==> config.mk <==
export PLATFORM = sky130hd
export DESIGN_NAME = latency_tagger
export DESIGN_NICKNAME = d
export VERILOG_FILES = /design/src/rtl/hft_ts_pkg.sv /design/src/rtl/ts_tag_fifo.sv /design/src/rtl/latency_tagger.sv
export SDC_FILE = /design/constraint.sdc
export NUM_CORES = 1
export LEC_CHECK = 0
export BUFFER_PORTS_ARGS = -buffer_cell sky130_fd_sc_hd__buf_2
export CAP_MARGIN = 20
export CORE_ASPECT_RATIO = 1.5
export CORE_MARGIN = 5
export CORE_UTILIZATION = 40
export CTS_CLUSTER_SIZE = 12
export DETAILED_ROUTE_END_ITERATION = 10
export HOLD_SLACK_MARGIN = 0.1
export PLACE_DENSITY = 0.67
export SYNTH_ARGS = -nofsm -noshare
export SYNTH_HDL_FRONTEND = slang
export SYNTH_SLANG_ARGS = --single-unit
==> constraint.sdc <==
create_clock -name clk -period 5.9 [get_ports clk]
set_clock_uncertainty 0.15 [all_clocks]
set_input_delay 0.295 -clock clk [delete_from_list [all_inputs] [get_ports clk]]
set_output_delay 0.295 -clock clk [all_outputs]
set_load 0.02 [all_outputs]
==> src/rtl/hft_ts_pkg.sv <==
// purpose: shared defaults and helpers for the rx-to-tx latency tagging block
// latency: n/a (types, constants and a constant function only)
// backpressure: n/a
package hft_ts_pkg;

   localparam int unsigned CNT_W_DEF   = 32;
   localparam int unsigned DEPTH_DEF   = 8;
   localparam int unsigned TIMEOUT_DEF = 0;

   // Occupancy needs one bit more than the address so that DEPTH itself fits.
   function automatic int unsigned occ_w(input int unsigned depth);
      return $clog2(depth) + 1;
   endfunction

endpackage

==> src/rtl/ts_tag_fifo.sv <==
// purpose: in-order store of rx timestamps (tags) awaiting their tx response
// latency: head is combinational from the array; a push is visible at the head next cycle
// backpressure: none upstream; a push while full is ignored unless a pop frees the slot that cycle
module ts_tag_fifo
   import hft_ts_pkg::*;
#(
   parameter int unsigned CNT_W = CNT_W_DEF,
   parameter int unsigned DEPTH = DEPTH_DEF
) (
   input  logic                      clk,
   input  logic                      reset_n,
   input  logic                      i_push,
   input  logic [CNT_W-1:0]          i_push_dat,
   input  logic                      i_pop,
   output logic [CNT_W-1:0]          o_head_dat,
   output logic [occ_w(DEPTH)-1:0]   o_occ,
   output logic                      o_empty,
   output logic                      o_full
);

   localparam int unsigned AW = $clog2(DEPTH);
   localparam int unsigned OW = occ_w(DEPTH);

   logic [CNT_W-1:0] r_mem [DEPTH];
   logic [AW:0]      r_wr_ptr;
   logic [AW:0]      r_rd_ptr;
   logic [OW-1:0]    r_cnt;

   logic w_empty;
   logic w_full;
   logic w_push;
   logic w_pop;

   // The extra pointer MSB separates full (MSBs differ) from empty (identical).
   assign w_empty = (r_wr_ptr == r_rd_ptr);
   assign w_full  = (r_wr_ptr[AW] != r_rd_ptr[AW]) &&
                    (r_wr_ptr[AW-1:0] == r_rd_ptr[AW-1:0]);

   // A pop in the same cycle frees the slot, so push is allowed at full then.
   assign w_pop  = i_pop && !w_empty;
   assign w_push = i_push && (!w_full || w_pop);

   assign o_head_dat = r_mem[r_rd_ptr[AW-1:0]];
   assign o_occ      = r_cnt;
   assign o_empty    = w_empty;
   assign o_full     = w_full;

   // Tag storage written at the tail; validity is tracked by the pointers, so no reset.
   always_ff @(posedge clk) begin
      if (w_push) begin
         r_mem[r_wr_ptr[AW-1:0]] <= i_push_dat;
      end
   end

   // Pointer and occupancy bookkeeping; reset discards every outstanding tag.
   always_ff @(posedge clk or negedge reset_n) begin
      if (!reset_n) begin
         r_wr_ptr <= '0;
         r_rd_ptr <= '0;
         r_cnt    <= '0;
      end else begin
         if (w_push) begin
            r_wr_ptr <= r_wr_ptr + (AW+1)'(1);
         end
         if (w_pop) begin
            r_rd_ptr <= r_rd_ptr + (AW+1)'(1);
         end
         r_cnt <= r_cnt + OW'(w_push) - OW'(w_pop);
      end
   end

endmodule

==> src/rtl/latency_tagger.sv <==
// purpose: time-stamps each rx start, retires tags in order on tx, reports latency and stats
// latency: every output registered; a cycle-t event is visible at t+1
// backpressure: none; rx while full is dropped (ovf_err), tx with no tag is flagged (orphan_err)
module latency_tagger
   import hft_ts_pkg::*;
#(
   parameter int unsigned CNT_W   = CNT_W_DEF,
   parameter int unsigned DEPTH   = DEPTH_DEF,
   parameter int unsigned TIMEOUT = TIMEOUT_DEF
) (
   input  logic                      clk,
   input  logic                      reset_n,
   input  logic                      rx_dv,
   input  logic                      tx_dv_in,
   input  logic                      stats_clr,
   output logic [CNT_W-1:0]          tx_timestamp,
   output logic                      tx_dv_out,
   output logic                      timeout_dv,
   output logic                      orphan_err,
   output logic                      ovf_err,
   output logic [occ_w(DEPTH)-1:0]   occupancy,
   output logic [CNT_W-1:0]          lat_min,
   output logic [CNT_W-1:0]          lat_max,
   output logic [CNT_W-1:0]          match_cnt
);

   localparam logic [CNT_W-1:0] TO_C  = CNT_W'(TIMEOUT);
   localparam bit               TO_EN = (TIMEOUT != 0);

   logic [CNT_W-1:0] r_now;
   logic [CNT_W-1:0] r_tx_ts;
   logic             r_tx_dv;
   logic             r_timeout;
   logic             r_orphan;
   logic             r_ovf;
   logic [CNT_W-1:0] r_lat_min;
   logic [CNT_W-1:0] r_lat_max;
   logic [CNT_W-1:0] r_match_cnt;

   logic [CNT_W-1:0] w_head;
   logic [CNT_W-1:0] w_age;
   logic             w_empty;
   logic             w_full;
   logic             w_head_vld;
   logic             w_match;
   logic             w_orphan;
   logic             w_timeout;
   logic             w_pop;
   logic             w_push;
   logic             w_ovf;

   // Only tags already stored at the start of the cycle can be popped (no bypass).
   assign w_head_vld = !w_empty;

   // Modular age of the head tag; wraps naturally in CNT_W bits.
   assign w_age = r_now - w_head;

   // A tx always takes the head as a match, even when the head is already stale.
   assign w_match   = tx_dv_in && w_head_vld;
   assign w_orphan  = tx_dv_in && !w_head_vld;
   assign w_timeout = TO_EN && w_head_vld && !tx_dv_in && (w_age >= TO_C);
   assign w_pop     = w_match || w_timeout;

   // A full FIFO still accepts rx when the same cycle retires its head.
   assign w_push = rx_dv && (!w_full || w_pop);
   assign w_ovf  = rx_dv && w_full && !w_pop;

   ts_tag_fifo #(
      .CNT_W (CNT_W),
      .DEPTH (DEPTH)
   ) u_fifo (
      .clk        (clk),
      .reset_n    (reset_n),
      .i_push     (w_push),
      .i_push_dat (r_now),
      .i_pop      (w_pop),
      .o_head_dat (w_head),
      .o_occ      (occupancy),
      .o_empty    (w_empty),
      .o_full     (w_full)
   );

   // Free-running time base shared by tag capture and age calculation.
   always_ff @(posedge clk or negedge reset_n) begin
      if (!reset_n) begin
         r_now <= '0;
      end else begin
         r_now <= r_now + CNT_W'(1);
      end
   end

   // Registered match output and one-cycle event pulses; timestamp holds between matches.
   always_ff @(posedge clk or negedge reset_n) begin
      if (!reset_n) begin
         r_tx_ts   <= '0;
         r_tx_dv   <= 1'b0;
         r_timeout <= 1'b0;
         r_orphan  <= 1'b0;
         r_ovf     <= 1'b0;
      end else begin
         r_tx_dv   <= w_match;
         r_timeout <= w_timeout;
         r_orphan  <= w_orphan;
         r_ovf     <= w_ovf;
         if (w_match) begin
            r_tx_ts <= w_age;
         end
      end
   end

   // Running statistics over matches only; a clear wins over a same-cycle match.
   always_ff @(posedge clk or negedge reset_n) begin
      if (!reset_n) begin
         r_lat_min   <= '1;
         r_lat_max   <= '0;
         r_match_cnt <= '0;
      end else if (stats_clr) begin
         r_lat_min   <= '1;
         r_lat_max   <= '0;
         r_match_cnt <= '0;
      end else if (w_match) begin
         if (w_age < r_lat_min) begin
            r_lat_min <= w_age;
         end
         if (w_age > r_lat_max) begin
            r_lat_max <= w_age;
         end
         if (r_match_cnt != '1) begin
            r_match_cnt <= r_match_cnt + CNT_W'(1);
         end
      end
   end

   assign tx_timestamp = r_tx_ts;
   assign tx_dv_out    = r_tx_dv;
   assign timeout_dv   = r_timeout;
   assign orphan_err   = r_orphan;
   assign ovf_err      = r_ovf;
   assign lat_min      = r_lat_min;
   assign lat_max      = r_lat_max;
   assign match_cnt    = r_match_cnt;

endmodule

# Word-level counts from Yosys, hierarchy flattened

Memories as Yosys holds them, arrays and structs flattened.
Cells that the tools add are included.

Register bits: 175
Latch bits: 0
RAM bits: 256
ROM bits: 0
Output and inout port bits: 136
Word-level logic and storage cells: 56
Memories kept: 1

Add/subtract/negate cells: 7
$mul: 0
Divide/modulo/power cells: 0
$lt $le $gt $ge: 2
Equal/unequal tests: 4
Shifts and indexed selects: 0
Mux-type cells: 11
Bitwise gates (word level): 0
Reduce and logical (&&, ||, !) cells: 20

Memory list:

| memory       | depth | width | read ports | clocked after Yosys merged registers in | wr ports | line              | text |
|---|---|---|---|---|---|---|---|
| u_fifo.r_mem | 8     | 32    | 1          | 0                                       | 1        | ts_tag_fifo.sv:24 | `logic [CNT_W-1:0] r_mem [DEPTH];` |

Operator list:

| kind                  | count |
|---|---|
| $mux 32               | 9 |
| $add 32x1->32 const B | 2 |
| $gt 32x32->1          | 1 |
| $lt 32x32->1          | 1 |
| $ne 32x32->1 const B  | 1 |
| $sub 32x32->32        | 1 |
| $add 4x1->4 const B   | 2 |
| $logic_and 1x1->1     | 8 |
| $reduce_bool 2->1     | 4 |
| $reduce_and 2->1      | 3 |
| $add 4x1->4           | 1 |
| $eq 4x4->1            | 1 |
| $sub 4x1->4           | 1 |
| $eq 3x3->1            | 1 |
| $logic_not 1->1       | 3 |
| $logic_or 1x1->1      | 2 |
| $mux 1                | 2 |
| $ne 1x1->1            | 1 |

# Depth between registers and ports, before layout

Gate-level depths: netlist of the first run.

Depth after elaboration: 8
Depth in mapped cells: 25
Mapped depth without buffers: 22

# Cells and area by module

From an unflattened synthesis of the first run, not the netlist that was laid out.

Cells, all modules: 1,637
Area, all modules: 20,756.2 um2

Modules (own cells, without submodules):

| module         | times used | cells an instance | area an instance (um2) | seq. area each (um2) |
|---|---|---|---|---|
| ts_tag_fifo    | 1          | 447               | 10,441.3               | 7,987.7 |
| latency_tagger | 1          | 1,190             | 10,314.9               | 4,119.0 |

# Least setup slack after synthesis of the first run

No wires, ideal clock.

Path type: reg-to-reg
Start: reg u_fifo.r_rd_ptr[0]
End: reg r_lat_max[29], in the netlist lat_max[29]
Library setup time: 0.135 ns
Arrival: 5.760 ns
Data required time: 5.615 ns
Setup slack: -0.144 ns
Cell stages (with the launch flop): 25
Buffers on the path: 4
Cell sequence: dfrtp_1 > buf_2 > buf_1 > buf_1 > mux4_2 > mux2i_1 > ha_1 > a21o_1 > nor2b_1 > nor3_1 > a21oi_1 > o21ai_0 > and2_1 > xor2_1 > inv_1 > ha_1 > a21o_1 > a21o_1 > a21oi_1 > o21ai_0 > a2111oi_0 > a21oi_2 > buf_2 > nand2_1 > o22ai_1

Longest elaborated chain between the ends: 5
Elaborated cells between the ends (all ways): 12
Those cells by class: 1 x add/sub; 1 x order compare; 1 x eq/ne; 3 x mux; 5 x reduce/logical; 1 x memory

Ends and longest elaborated chain:

| item                                                          | line                  | text |
|---|---|---|
| start: declaration                                            | ts_tag_fifo.sv:26     | `logic [AW:0] r_rd_ptr;` |
| start signal: assignment                                      | ts_tag_fifo.sv:66     | `r_rd_ptr <= r_rd_ptr + (AW+1)'(1);` |
| $mem_v2 8x32 *                                                | -                     |  |
| $sub 32x32->32 *                                              | latency_tagger.sv:56  | `assign w_age = r_now - w_head;` |
| via w_age[29]                                                 | latency_tagger.sv:41  | `logic [CNT_W-1:0] w_age;` |
| $gt 32x32->1 or $mux 32 (tied branches)                       | latency_tagger.sv:125 | `if (w_age > r_lat_max) begin` |
| $reduce_bool 2->1 (no source line) or $mux 32 (tied branches) | -                     |  |
| $reduce_and 2->1 (no source line) or $mux 32 (tied branches)  | -                     |  |
| end signal: assignment                                        | latency_tagger.sv:126 | `r_lat_max <= w_age;` |
| end: declaration                                              | latency_tagger.sv:37  | `logic [CNT_W-1:0] r_lat_max;` |

The timed path passes the listed nets; every way through them passes the cells marked *. The select of a mux whose other input is x is not followed.
A chain may end at the register's enable or synchronous reset.

# Final worst setup path of the first run

Start: reg u_fifo.r_rd_ptr[0]
End: reg r_lat_min[30], in the netlist lat_min[30]

Longest elaborated chain between the ends: 5
Elaborated cells between the ends (all ways): 12
Those cells by class: 1 x add/sub; 1 x order compare; 1 x eq/ne; 3 x mux; 5 x reduce/logical; 1 x memory

Ends and longest elaborated chain:

| item                               | line                  | text |
|---|---|---|
| $mem_v2 8x32                       | -                     |  |
| $sub 32x32->32                     | latency_tagger.sv:56  |  |
| via w_age[26]                      | latency_tagger.sv:41  |  |
| $lt 32x32->1                       | latency_tagger.sv:122 | `if (w_age < r_lat_min) begin` |
| $reduce_bool 2->1 (no source line) | -                     |  |
| $reduce_and 2->1 (no source line)  | -                     |  |
| end signal: assignment             | latency_tagger.sv:123 | `r_lat_min <= w_age;` |
| end: declaration                   | latency_tagger.sv:36  | `logic [CNT_W-1:0] r_lat_min;` |

The timed path passes the listed nets, and every way through them passes these cells. The select of a mux whose other input is x is not followed.

==> results of run 1 <==
synthesized netlist by cell type, types with 6 or more instances:
master | number | share of area
inv_1 | 111 | 0.021
a21oi_1 | 58 | 0.014
buf_1 | 9 | 0.0017
mux4_2 | 64 | 0.071
o211ai_1 | 24 | 0.0089
edfxtp_1 | 256 | 0.38
nor3_1 | 18 | 0.0044
ha_1 | 102 | 0.063
dfstp_2 | 32 | 0.041
dfrtp_1 | 143 | 0.18
a211oi_1 | 8 | 0.0030
nand3_1 | 36 | 0.0089
nor4_1 | 6 | 0.0018
nand4_1 | 37 | 0.011
xnor2_1 | 52 | 0.022
mux2i_1 | 52 | 0.026
a21o_1 | 37 | 0.014
clkbuf_1 | 39 | 0.0072
nand2_1 | 121 | 0.022
o21ai_0 | 70 | 0.017
and4_1 | 9 | 0.0039
o22ai_1 | 6 | 0.0018
and2_1 | 6 | 0.0018
nor2_1 | 88 | 0.016
buf_2 | 11 | 0.0027
or3_1 | 6 | 0.0018
xor2_1 | 41 | 0.018
nand2b_1 | 11 | 0.0034
and3_1 | 14 | 0.0043
a31oi_1 | 6 | 0.0018
stage by stage:
step | hold slack [ns] | area, sq um | TNS [ns]
finish | 0.322 | 24000 | 0
global route | 0.348 | 24000 | -0.0149
CTS | 0.328 | 23800 | 0
detailed placement | 0.0922 | 22400 | -3.13
global placement | 0.0933 | 22400 | -0.292
floorplan | -0.151 | 20300 | 0
power groups by stage:
stage	Clock, uW	Sequential [uW]	Combinational [uW]
5_1_grt	2760	4370	7420
2_1_floorplan	0	4610	3970
4_1_cts	2640	4330	6650
3_3_place_gp	0	4360	6430
3_5_place_dp	0	4380	6580
6_report	2570	4310	6770
per-layer routing:
metal  share of wire  track usage  vias up  wire, microns
met1            0.39        0.208     6794          19800
met4           0.028       0.0579        0           1430
met5               0            0        -              0
met2            0.54        0.332      329          27300
li1                -            -     6120              -
met3           0.038       0.0223       77           1940
final timing paths:
check,cells past startpoint,to,startpoint,slack [ns]
min reg2reg,2,tx_timestamp[20]$_DFFE_PN0P_,tx_timestamp[20]$_DFFE_PN0P_,0.32
max,24,lat_min[30]$_DFFE_PN1P_,u_fifo.r_rd_ptr[0]$_DFFE_PN0P_,0.29
max in group asynchronous,4,match_cnt[6]$_DFFE_PN0P_,reset_n,4.08
max reg2reg,24,lat_min[30]$_DFFE_PN1P_,u_fifo.r_rd_ptr[0]$_DFFE_PN0P_,0.29
min,2,tx_timestamp[20]$_DFFE_PN0P_,tx_timestamp[20]$_DFFE_PN0P_,0.32
min in group asynchronous,3,r_now[13]$_DFF_PN0_,reset_n,0.53
what timing repair did:
action,CTS,global route
gates cloned,0,1
resized for setup,2,16
pin swaps,0,8
hold buffers,7,0
buffers inserted,2,8
hold endpoints to repair,96,0
setup endpoints to repair,46,64
flip-flops by register name, indices dropped and copies added, names as in the netlist:
register / flops
u_fifo.r_wr_ptr: 4
u_fifo.r_mem: 256
u_fifo.r_rd_ptr: 4
tx_dv_out: 1
match_cnt: 32
ovf_err: 1
r_now: 32
u_fifo.o_occ: 4
lat_max: 32
tx_timestamp: 32
lat_min: 32
orphan_err: 1
cell families after synthesis:
kind of cell,Yosys count
AND/OR/NAND/NOR,369
XOR/XNOR,94
AO/OA/AOI/OAI,246
other,1
flip-flops,431
buffers and inverters,174
adder cells (fa/ha/maj),104
multiplexers,120
cell usage in the layout (no fill, tap or decap), drive strengths merged, types with 52 or more instances in the layout:
cell type  synthesis  final
mux2i             53     53
edfxtp           256    256
mux4              64     64
nor2              88     88
nand2            121    121
clkbuf            39     74
inv              112    113
buf               23    239
dfrtp            143    143
ha               102    102
a21oi             59     59
o21ai             73     73
xnor2             52     52
cell type report:
class | count | area (sq um)
Inverter | 112 | 420
Clock inverter | 7 | 105
Sequential cell | 431 | 12100
Fill cell | 4303 | 26400
Multi-Input combinational cell | 934 | 7640
Tap cell | 669 | 837
Timing Repair Buffer | 247 | 1680
Clock buffer | 72 | 1190
worst max-delay path: cells and delay by family (launching register included):
family	cells	cell delay, ns
AO/OA/AOI/OAI	9	1.79
buffers and inverters	6	0.87
AND/OR/NAND/NOR	4	0.66
adder cells (fa/ha/maj)	2	0.64
multiplexers	2	0.60
flip-flops	1	0.50
XOR/XNOR	1	0.28
==> results.txt, run 1 <==
----------------------------------------------------
[Timing]
  Final Critical Period ... 5.61 ns
  Post-route setup slack ... 0.287 ns
  Top achievable clock speed ... 178 MHz
  Final count of negative-setup-slack endpoints ... 0
  Part of the cycle the worst path needs ... 0.951
  Final Hold Violating Endpoints ... 0
  Slew HR ... 0.279
  Max-slew violation total from the final report ... 0
  Transition time of the tightest slew-check pin ... 1.08 ns

[Clock network]
  Source-to-sink clock delay at the later pin of the worst-skew pair ... 0.56 ns
  Library cell used as clock root buffer ... clkbuf_16
  CTS clock-pin slew for the worst setup and hold paths ... 0.06 ns
  Clock tree from TritonCTS ... built
  Number of clock sinks seen by CTS ... 431
  Buffer depth of the longest clock path ... 3
  H-tree levels ... 2
  Clock buffer count from CTS ... 43

[Detailed routing]
  Routed wire length ... 50500 microns
  Violation count after the first detailed-routing iteration ... 726
  Via density per instance ... 5.39
  First-pass detailed-route iteration total ... 5
  Number of nets with antenna violations after detailed routing ... 0
  DRC violation count after routing ... 0
  DR WL/cell ... 20.4 microns
  Via count ... 13300

[Pwr]
  Total net switching power ... 5460 uW
  Pwr per Cell Area ... 569 mW/mm^2
  Sw Ratio ... 0.400
  Total leakage power ... 0.0100 uW
  Maximum vdd drop ... 0.000268 V
  Sequential share of power ... 0.316
  Proportion of power drawn by combinational gates ... 0.496
  Clk pwr share ... 0.188
  Power Internal ... 8190 uW
  Total power of the final layout ... 13600 uW

[Placed design]
  Pre-CTS setup slack ... -0.174 ns
  Global placer's final weighted congestion ... 0.911
  DP Wirelength ... 34300 microns
  Cell Count Post-Placement ... 2375
  Port Buffer Count ... 139

[Synth]
  Avg Synthesized Cell Area ... 13.2 sq um
  Count of yosys warnings during synthesis ... 0
  Post-synthesis mux area share ... 0.0989
  Count of flip-flops with a built-in enable after synthesis ... 256
  Part of the Yosys area used for sequential elements ... 0.596
  Synthesis-stage register bit count ... 431
  Ys async rst share ... 0.406
  Adder-Cell Fraction of Synth Area ... 0.0648
  Yosys cell types ... 71
  Largest family of logic cells by synthesized area ... multiplexers
  Post-synthesis compound-gate area fraction ... 0.0778
  Area share of xor/xnor cells in the synthesized design ... 0.0409
  Post-synth top flop ... edfxtp_1
  Cell area after technology mapping ... 0.0203 sq mm
  Number of instances in the synthesized netlist ... 1539
  Simple-Gate Fraction of Synth Area ... 0.0879
  Number of nets produced by synthesis ... 1648

[GRT]
  Pin count of the biggest net entering global routing ... 136
  Initial antenna violation count ... 0
  Vias in the first global route ... 13700
  Wire length of the first global-routing pass ... 78500 microns
  Total overflow reported by the global router ... 0
  Combined global-route utilization of all metal layers ... 0.176

[Setup path]
  Crit-path slowest cell ... dfrtp_4
  Worst Setup Start Kind ... register
  CP peak stage delay ... 0.50 ns
  Arrival time of the worst setup path ... 5.92 ns
  Critical path cell sequence ... buf_4 > buf_12 > mux4_2 > mux2i_1 > ha_2 > a21o_1 > a221oi_2 > o21ai_2 > a21oi_1 > buf_4 > o21a_2 > o21ai_1 > xnor2_1 > inv_1 > buf_4 > ha_1 > a21o_1 > a21oi_1 > nor2_1 > a2111oi_4 > nand2_2 > buf_12 > and3_1 > nor4_1
  Most prevalent standard cell on the critical path ... buf_4
  Crit path max fanout ... 18
  Required arrival time at the worst endpoint ... 6.21 ns
  Crit path capture type ... register
  Worst Path Class, Setup ... reg2reg

[Floorplanning]
  Die area ... 0.0555 sq mm
  Die Span X ... 194 microns
  Die H ... 286 microns
  Starting density of the core ... 0.403
  Number of rows in the core area ... 101
  Top Ports ... 141
  Area of the core region ... 0.0504 sq mm

[Flow run]
  Max Cap Violations ... 0

[Layout]
  P&R area growth vs syn ... 18.1%
  Fraction of the core area covered by cells at the end of the flow ... 0.476
  Layout cell share with drive strength beyond 1 ... 0.241
  Final net count ... 1878
  Final non-filler cell total ... 2472
  Inserted Diodes ... 0

[Worst hold path]
  Hold WC Path Type ... reg2reg

[Status]
  Run status ... completed

----------------------------------------------------
Power figures use the tool's default switching activity.
==> run 2, diff against run 1 <==
ABC_AREA = 1   (was unset)
==> run 2 against run 1 <==
  * Power up 3.6%
  * Via count up 34%
  * Sequential cell count unchanged
  * Die area up 9.2%
  * Critical path depth unchanged
  * Highest routed layer unchanged
  * Sequential share of layout area down 2.3 points
  * Critical path type unchanged
  * Synthesized cell count up 60%
  * Non-clock buffer count down 81
==> results.txt, run 2 <==
----------------------------------------------------
[Synth]
  Number of nets produced by synthesis ... 2579 (+56%)
  Count of yosys warnings during synthesis ... 0 (unchanged)
  Avg Synthesized Cell Area ... 9.02 sq um (-32%)
  Number of instances in the synthesized netlist ... 2470 (+60%)
  Yosys cell types ... 43 (-39%)
  Synthesis-stage register bit count ... 431 (unchanged)
  Count of flip-flops with a built-in enable after synthesis ... 256 (unchanged)
  Ys async rst share ... 0.406 (unchanged)
  Cell area after technology mapping ... 0.0223 sq mm (+9.7%)
  Dominant cell by count in the synthesized netlist ... nand2_1
  Post-synth top area share ... 0.345 (-0.0333)
  Post-synth top flop ... edfxtp_1
  Top post-synthesis cells by area ... edfxtp_1 (35%), dfrtp_1 (16%), nand2_1 (9.7%), ha_1 (5.7%), inv_1 (5.1%)
  Part of the Yosys area used for sequential elements ... 0.543 (-0.0525)
  Cell accounting for the most synthesized area ... edfxtp_1
  List of most frequent post-synthesis cells ... nand2_1 (576), inv_1 (300), nor2_1 (264), edfxtp_1 (256), o21ai_0 (187)

[Clock network]
  Source-to-sink clock delay at the later pin of the worst-skew pair ... 0.57 ns (about the same)
  CTS clock-pin slew for the worst setup and hold paths ... 0.06 ns (about the same)
  Number of clock sinks seen by CTS ... 431 (unchanged)
  Clock buffer count from CTS ... 44 (+2.3%)
  Buffer depth of the longest clock path ... 3 (unchanged)
  Clock tree from TritonCTS ... built
  Library cell used as clock root buffer ... clkbuf_16
  H-tree levels ... 2 (unchanged)

[Placed design]
  Port Buffer Count ... 139 (unchanged)
  Pre-CTS setup slack ... 0.410 ns (+0.584 ns)
  Global placer's final weighted congestion ... 0.935 (+2.6%)
  DP Wirelength ... 45900 microns (+34%)

[Layout]
  P&R area growth vs syn ... 12.8%
  Number of filler cells placed in the layout ... 5247 (+22%)
  Inserted Diodes ... 0 (unchanged)
  Largest register FFs ... 256 (unchanged)
  Layout cell share with drive strength beyond 1 ... 0.115 (-0.126)
  Area occupied by registers ... 0.0121 sq mm (about the same)
  Final net count ... 2699 (+44%)
  Most used cells in the layout excluding fill and tap cells ... nand2_1 (576), inv_1 (298), nor2_1 (257)
  Most common cell after layout, fill and taps aside ... nand2_1
  Total area of multi-input combinational cells ... 0.00864 sq mm (+13%)
  Fraction of the core area covered by cells at the end of the flow ... 0.453 (-0.0224)

[GRT]
  Wire length of the first global-routing pass ... 100000 microns (+28%)
  Total overflow reported by the global router ... 0 (unchanged)
  Initial antenna violation count ... 0 (unchanged)
  Pin count of the biggest net entering global routing ... 132 (-2.9%)
  Vias in the first global route ... 18000 (+32%)
  Combined global-route utilization of all metal layers ... 0.208 (+0.0319)

[Setup path]
  Worst Path Class, Setup ... reg2reg
  Most prevalent standard cell on the critical path ... nand2_1
  Worst Setup Start Kind ... register
  Critical path cell sequence ... inv_1 > buf_4 > o21ai_0 > o221ai_1 > o21ai_1 > ha_1 > nand2_1 > inv_1 > a21oi_1 > nand3_1 > nand2_1 > nand2_1 > nand2_1 > nand2_1 > ha_1 > a21oi_1 > o21ai_0 > nand2_1 > nand2_1 > a21oi_1 > nand2_1 > nand2_4 > nand3_1 > nand2_1
  Register-to-Register Path Depth ... 24 (unchanged)
  Crit path capture type ... register
  Arrival time of the worst setup path ... 5.81 ns (-0.11 ns)
  Worst Setup SP ... u_fifo.r_rd_ptr[1]$_DFFE_PN0P_
  Crit path max fanout ... 32 (+14)
  CP peak stage delay ... 0.59 ns (+0.09 ns)
  Required arrival time at the worst endpoint ... 6.24 ns (+0.03 ns)
  Crit-path slowest cell ... dfrtp_1
  Beginning of the worst register-to-register path ... u_fifo.r_rd_ptr[1]$_DFFE_PN0P_

[Timing]
  Slew HR ... 0.304 (+0.0250)
  Part of the cycle the worst path needs ... 0.928 (-0.0230)
  Top achievable clock speed ... 183 MHz (+2.5%)
  Post-route setup slack ... 0.422 ns (+0.136 ns)
  Transition time of the tightest slew-check pin ... 1.04 ns (-0.0327 ns)
  Final count of negative-setup-slack endpoints ... 0 (unchanged)
  Max-slew violation total from the final report ... 0 (unchanged)
  Final Hold Violating Endpoints ... 0 (unchanged)
  Final Critical Period ... 5.48 ns (-0.136 ns)
  Unrepaired setup endpoints after global routing ... no
  Sum of negative setup slack ... 0 ns (unchanged)

[Detailed routing]
  Via density per instance ... 5.35 (-0.69%)
  DRC violation count after routing ... 0 (unchanged)
  First-pass detailed-route iteration total ... 6 (+1)
  Violation count after the first detailed-routing iteration ... 1190 (+64%)
  Via count ... 17800 (+34%)
  Number of nets with antenna violations after detailed routing ... 0 (unchanged)
  DR WL/cell ... 19.3 microns (-5.3%)
  Routed wire length ... 64300 microns (+27%)

[Pwr]
  Maximum vdd drop ... 0.000295 V (+10%)
  Pwr per Cell Area ... 563 mW/mm^2 (-1.1%)
  Total leakage power ... 0.0112 uW (+12%)

[Floorplanning]
  Area of the core region ... 0.0554 sq mm (+9.9%)
  Die area ... 0.0606 sq mm (+9.2%)
  Top Ports ... 141 (unchanged)
  Number of rows in the core area ... 106 (+5.0%)
  Starting density of the core ... 0.402 (-0.00107)
  Die H ... 299 microns (+4.6%)
  Die Span X ... 203 microns (+4.5%)

[Worst hold path]
  Hold WC Path Type ... in2async

[Status]
  Run status ... completed

[Flow run]
  Max Cap Violations ... 0 (unchanged)

----------------------------------------------------
-- run 2: cell types whose count changed after synthesis, moves of 33 or more --
cell / delta
o21ai_0: +117
a21o_1: -33
mux4_2: -64
nor2_1: +176
inv_1: +189
mux2i_1: -52
nand3_1: +141
nand2_1: +455
-- run 2: metrics by stage --
step | hold WS [ns] | std cells | total power, uW | area (sq um)
finish | 0.199 | 3325 | 14100 | 25100
global placement | 0.284 | 3242 | 11300 | 23700
CTS | 0.257 | 3325 | 14200 | 25100
global route | 0.294 | 3325 | 15200 | 25100
floorplan | -0.151 | 2470 | 9160 | 22300
detailed placement | 0.295 | 3242 | 11500 | 23700
-- run 2: timing repair --
item / in CTS / in global routing
hold buffers: 4 / 0
setup buffers: 0 / 0
endpoints found under the hold margin: 84 / 0
setup endpoints to repair: 0 / 21
resized for setup: 0 / 2
-- run 2: logic make-up after synthesis --
logic type	after synthesis	share of synthesized area
adder cells (fa/ha/maj)	104	0.0591
AO/OA/AOI/OAI	357	0.0906
AND/OR/NAND/NOR	1122	0.212
flip-flops	431	0.543
XOR/XNOR	57	0.0224
other	1	0.000168
buffers and inverters	398	0.0719
-- run 2: layout make-up --
cell class | count | area share
Timing Repair Buffer | 166 | 0.0395
Clock inverter | 7 | 0.00438
Multi-Input combinational cell | 1641 | 0.344
Inverter | 306 | 0.0459
Sequential cell | 431 | 0.482
Tap cell | 702 | 0.0349
Clock buffer | 72 | 0.0496
-- run 2: where the power goes --
part | total, uW | switching, uW | internal, uW
registers | 4380 | 445 | 3930
clock network | 2670 | 1170 | 1500
logic | 7090 | 4880 | 2220
-- run 2: metal layers --
metal | up-vias | GRT usage | routed length [microns]
met5 | - | 0 | 0
met4 | 0 | 0.109 | 3700
met3 | 177 | 0.0209 | 2380
met2 | 526 | 0.397 | 34400
met1 | 8605 | 0.226 | 23800
li1 | 8485 | - | -
-- run 2: final timing paths --
| check | to | slack (ns) |
|---|---|---|
| hold / removal | u_fifo.o_occ[1]$_DFF_PN0_ | 0.20 |
| hold reg to reg | tx_timestamp[9]$_DFFE_PN0P_ | 0.33 |
| min in group clk | tx_timestamp[9]$_DFFE_PN0P_ | 0.33 |
| max in group asynchronous | lat_min[24]$_DFFE_PN1P_ | 4.20 |
| setup / recovery | lat_max[28]$_DFFE_PN0P_ | 0.42 |
| setup reg to reg | lat_max[28]$_DFFE_PN0P_ | 0.42 |
-- run 2: worst max-delay path: cells and delay by family, from the launching register on --
kind            cells  cell delay (ns)
flops               1             0.59
buf+inv             3             0.60
compound gates      7             1.28
fa+ha+maj           2             0.73
simple gates       12             2.03
==> run 3, diff against run 2 <==
CORE_ASPECT_RATIO = unset   (was 1.5)
==> run 3 against run 2 <==
  * Register-to-register slack about the same
  * Clock-buffer cell count decreased by 5
  * Cell count increased by 1.7%
  * Largest cell class unchanged
  * Highest routed layer unchanged
==> results.txt, run 3 (synthesized netlist as in run 2, its figures left out) <==
----------------------------------------------------
[Placed design]
  DP Wirelength ... 44200 microns (-3.6%)
  Global placer's final weighted congestion ... 0.902 (-3.5%)
  Port Buffer Count ... 139 (unchanged)

[Detailed routing]
  Violation count after the first detailed-routing iteration ... 1217 (+2.3%)
  Via count ... 17800 (+0.017%)
  Routed wire length ... 63700 microns (-0.83%)
  Via density per instance ... 5.26 (-1.7%)
  First-pass detailed-route iteration total ... 5 (-1)
  DRC violation count after routing ... 0 (unchanged)
  Number of nets with antenna violations after detailed routing ... 0 (unchanged)
  DR WL/cell ... 18.8 microns (-2.5%)

[Clock network]
  Library cell used as clock root buffer ... clkbuf_16
  Clock buffer count from CTS ... 47 (+6.8%)
  Buffer depth of the longest clock path ... 3 (unchanged)
  CTS clock-pin slew for the worst setup and hold paths ... 0.06 ns (about the same)
  H-tree levels ... 2 (unchanged)
  Hold Buf Count CTS ... 6 (+2)
  Setup bufs post-CTS ... 0 (unchanged)
  CTS-repair resized insts ... 0 (unchanged)
  Number of clock sinks seen by CTS ... 431 (unchanged)
  Clock tree from TritonCTS ... built
  Source-to-sink clock delay at the later pin of the worst-skew pair ... 0.59 ns (+0.02 ns)

[Layout]
  Most common cell after layout, fill and taps aside ... nand2_1
  Inserted Diodes ... 0 (unchanged)
  Number of filler cells placed in the layout ... 5270 (+0.44%)
  Most used cells in the layout excluding fill and tap cells ... nand2_1 (576), inv_1 (298), nor2_1 (257)
  Final net count ... 2706 (+0.26%)
  Largest register FFs ... 256 (unchanged)
  P&R area growth vs syn ... 13.5%
  Layout cell share with drive strength beyond 1 ... 0.118 (+0.00370)

[GRT]
  Wire length of the first global-routing pass ... 101000 microns (+0.30%)
  Initial antenna violation count ... 0 (unchanged)
  Vias in the first global route ... 17800 (-1.1%)
  Total overflow reported by the global router ... 0 (unchanged)
  Pin count of the biggest net entering global routing ... 132 (unchanged)
  Combined global-route utilization of all metal layers ... 0.209 (+0.000615)

[Pwr]
  Proportion of power drawn by combinational gates ... 0.499 (-0.003)
  Maximum vdd drop ... 0.000323 V (+9.6%)
  Total leakage power ... 0.0113 uW (+0.52%)
  Pwr per Cell Area ... 565 mW/mm^2 (+0.44%)
  Total power of the final layout ... 14300 uW (+1.0%)
  Clk pwr share ... 0.195 (+0.006)
  Total net switching power ... 6540 uW (+0.74%)
  Sw Ratio ... 0.458 (-0.00135)
  Power Internal ... 7740 uW (+1.3%)
  Sequential share of power ... 0.306 (-0.004)

[Flow run]
  Max Cap Violations ... 0 (unchanged)

[Setup path]
  Crit path max fanout ... 53 (+66%)
  Crit path capture type ... register
  Worst Path Class, Setup ... reg2reg
  Arrival time of the worst setup path ... 5.84 ns (+0.03 ns)
  Worst Setup Start Kind ... register
  Required arrival time at the worst endpoint ... 6.25 ns (about the same)

[Floorplanning]
  Starting density of the core ... 0.404 (+0.00252)
  Die H ... 246 microns (-18%)
  Top Ports ... 141 (unchanged)
  Area of the core region ... 0.0551 sq mm (-0.62%)
  Die Span X ... 246 microns (+21%)
  Die area ... 0.0605 sq mm (-0.16%)
  Number of rows in the core area ... 86 (-19%)

[Worst hold path]
  Hold WC Path Type ... reg2reg

[Timing]
  Part of the cycle the worst path needs ... 0.931 (+0.00235)
  Sum of negative setup slack ... 0 ns (unchanged)
  Final count of negative-setup-slack endpoints ... 0 (unchanged)
  Slew HR ... 0.315 (+0.0118)
  Final Hold Violating Endpoints ... 0 (unchanged)
  Unrepaired setup endpoints after global routing ... no
  Tightest hold margin ... 0.335 ns (+0.136 ns)
  Final Critical Period ... 5.49 ns (+0.0139 ns)
  Top achievable clock speed ... 182 MHz (-0.25%)
  Max-slew violation total from the final report ... 0 (unchanged)
  Transition time of the tightest slew-check pin ... 1.02 ns (-0.0201 ns)

[Status]
  Run status ... completed

----------------------------------------------------
-- run 3: per-layer routing --
metal / routed length (microns) / track usage / vias up / part of all wire
met5: 0 / 0 / - / 0
met4: 1930 / 0.0684 / 0 / 0.030
met3: 3790 / 0.0264 / 105 / 0.059
met2: 31000 / 0.361 / 527 / 0.49
met1: 27000 / 0.273 / 8664 / 0.42
li1: - / - / 8500 / -
-- run 3: metrics by stage --
stage                util  setup WS (ns)  cell area (sq um)  instances
finish              0.459          0.409              25300       3382
floorplan               -           1.78              22300       2470
CTS                 0.459          0.431              25300       3382
global route        0.459         0.0146              25300       3382
detailed placement  0.431          0.459              23800       3290
global placement    0.431          0.512              23800       3290
-- run 3: final cells by class --
cell class | count | area [sq um] | share of cell area
sequential | 431 | 12100 | 0.479
clock inverter | 19 | 135 | 0.00534
tap | 748 | 936 | 0.0370
inverter | 306 | 1150 | 0.0456
clock buffer | 67 | 1300 | 0.0515
multi-input combinational | 1641 | 8630 | 0.341
timing repair buffer | 170 | 1020 | 0.0402
-- run 3: power groups by stage --
stage,sequential [uW],clock (uW),combinational (uW)
6_report,4360,2790,7130
5_1_grt,4430,2970,8000
4_1_cts,4360,2840,7150
3_5_place_dp,4410,0,7100
3_3_place_gp,4400,0,6940
2_1_floorplan,4670,0,4490
-- run 3: path summary, 6_finish.rpt --
| check | startpoint | end | slack [ns] | cells after the start |
|---|---|---|---|---|
| setup / recovery | u_fifo.r_rd_ptr[1]$_DFFE_PN0P_ | lat_min[16]$_DFFE_PN1P_ | 0.41 | 23 |
| setup reg to reg | u_fifo.r_rd_ptr[1]$_DFFE_PN0P_ | lat_min[16]$_DFFE_PN1P_ | 0.41 | 23 |
| hold / removal | tx_timestamp[14]$_DFFE_PN0P_ | tx_timestamp[14]$_DFFE_PN0P_ | 0.33 | 2 |
| hold reg to reg | tx_timestamp[14]$_DFFE_PN0P_ | tx_timestamp[14]$_DFFE_PN0P_ | 0.33 | 2 |
| min in group asynchronous | reset_n | match_cnt[24]$_DFFE_PN0P_ | 0.51 | 3 |
| max in group asynchronous | reset_n | tx_timestamp[27]$_DFFE_PN0P_ | 3.92 | 4 |
-- run 3: critical path, stage by stage, from the launching register on --
cell and delay (ns):
dfrtp_2 0.56, buf_4 0.53, o21ai_0 0.20, o221ai_1 0.22, o21ai_1 0.09, ha_1 0.42, nand2_1 0.13, nor2_1 0.22
inv_1 0.09, nor2_1 0.22, nand2_1 0.11, nand3_1 0.07, and2_1 0.29, inv_1 0.13, ha_1 0.31, nand2_1 0.07
o21ai_0 0.37, nor2_1 0.10, nand2_1 0.16, nand2_1 0.11, nand2_4 0.19, nand2_2 0.35, nand2_1 0.19, nand2_1 0.07
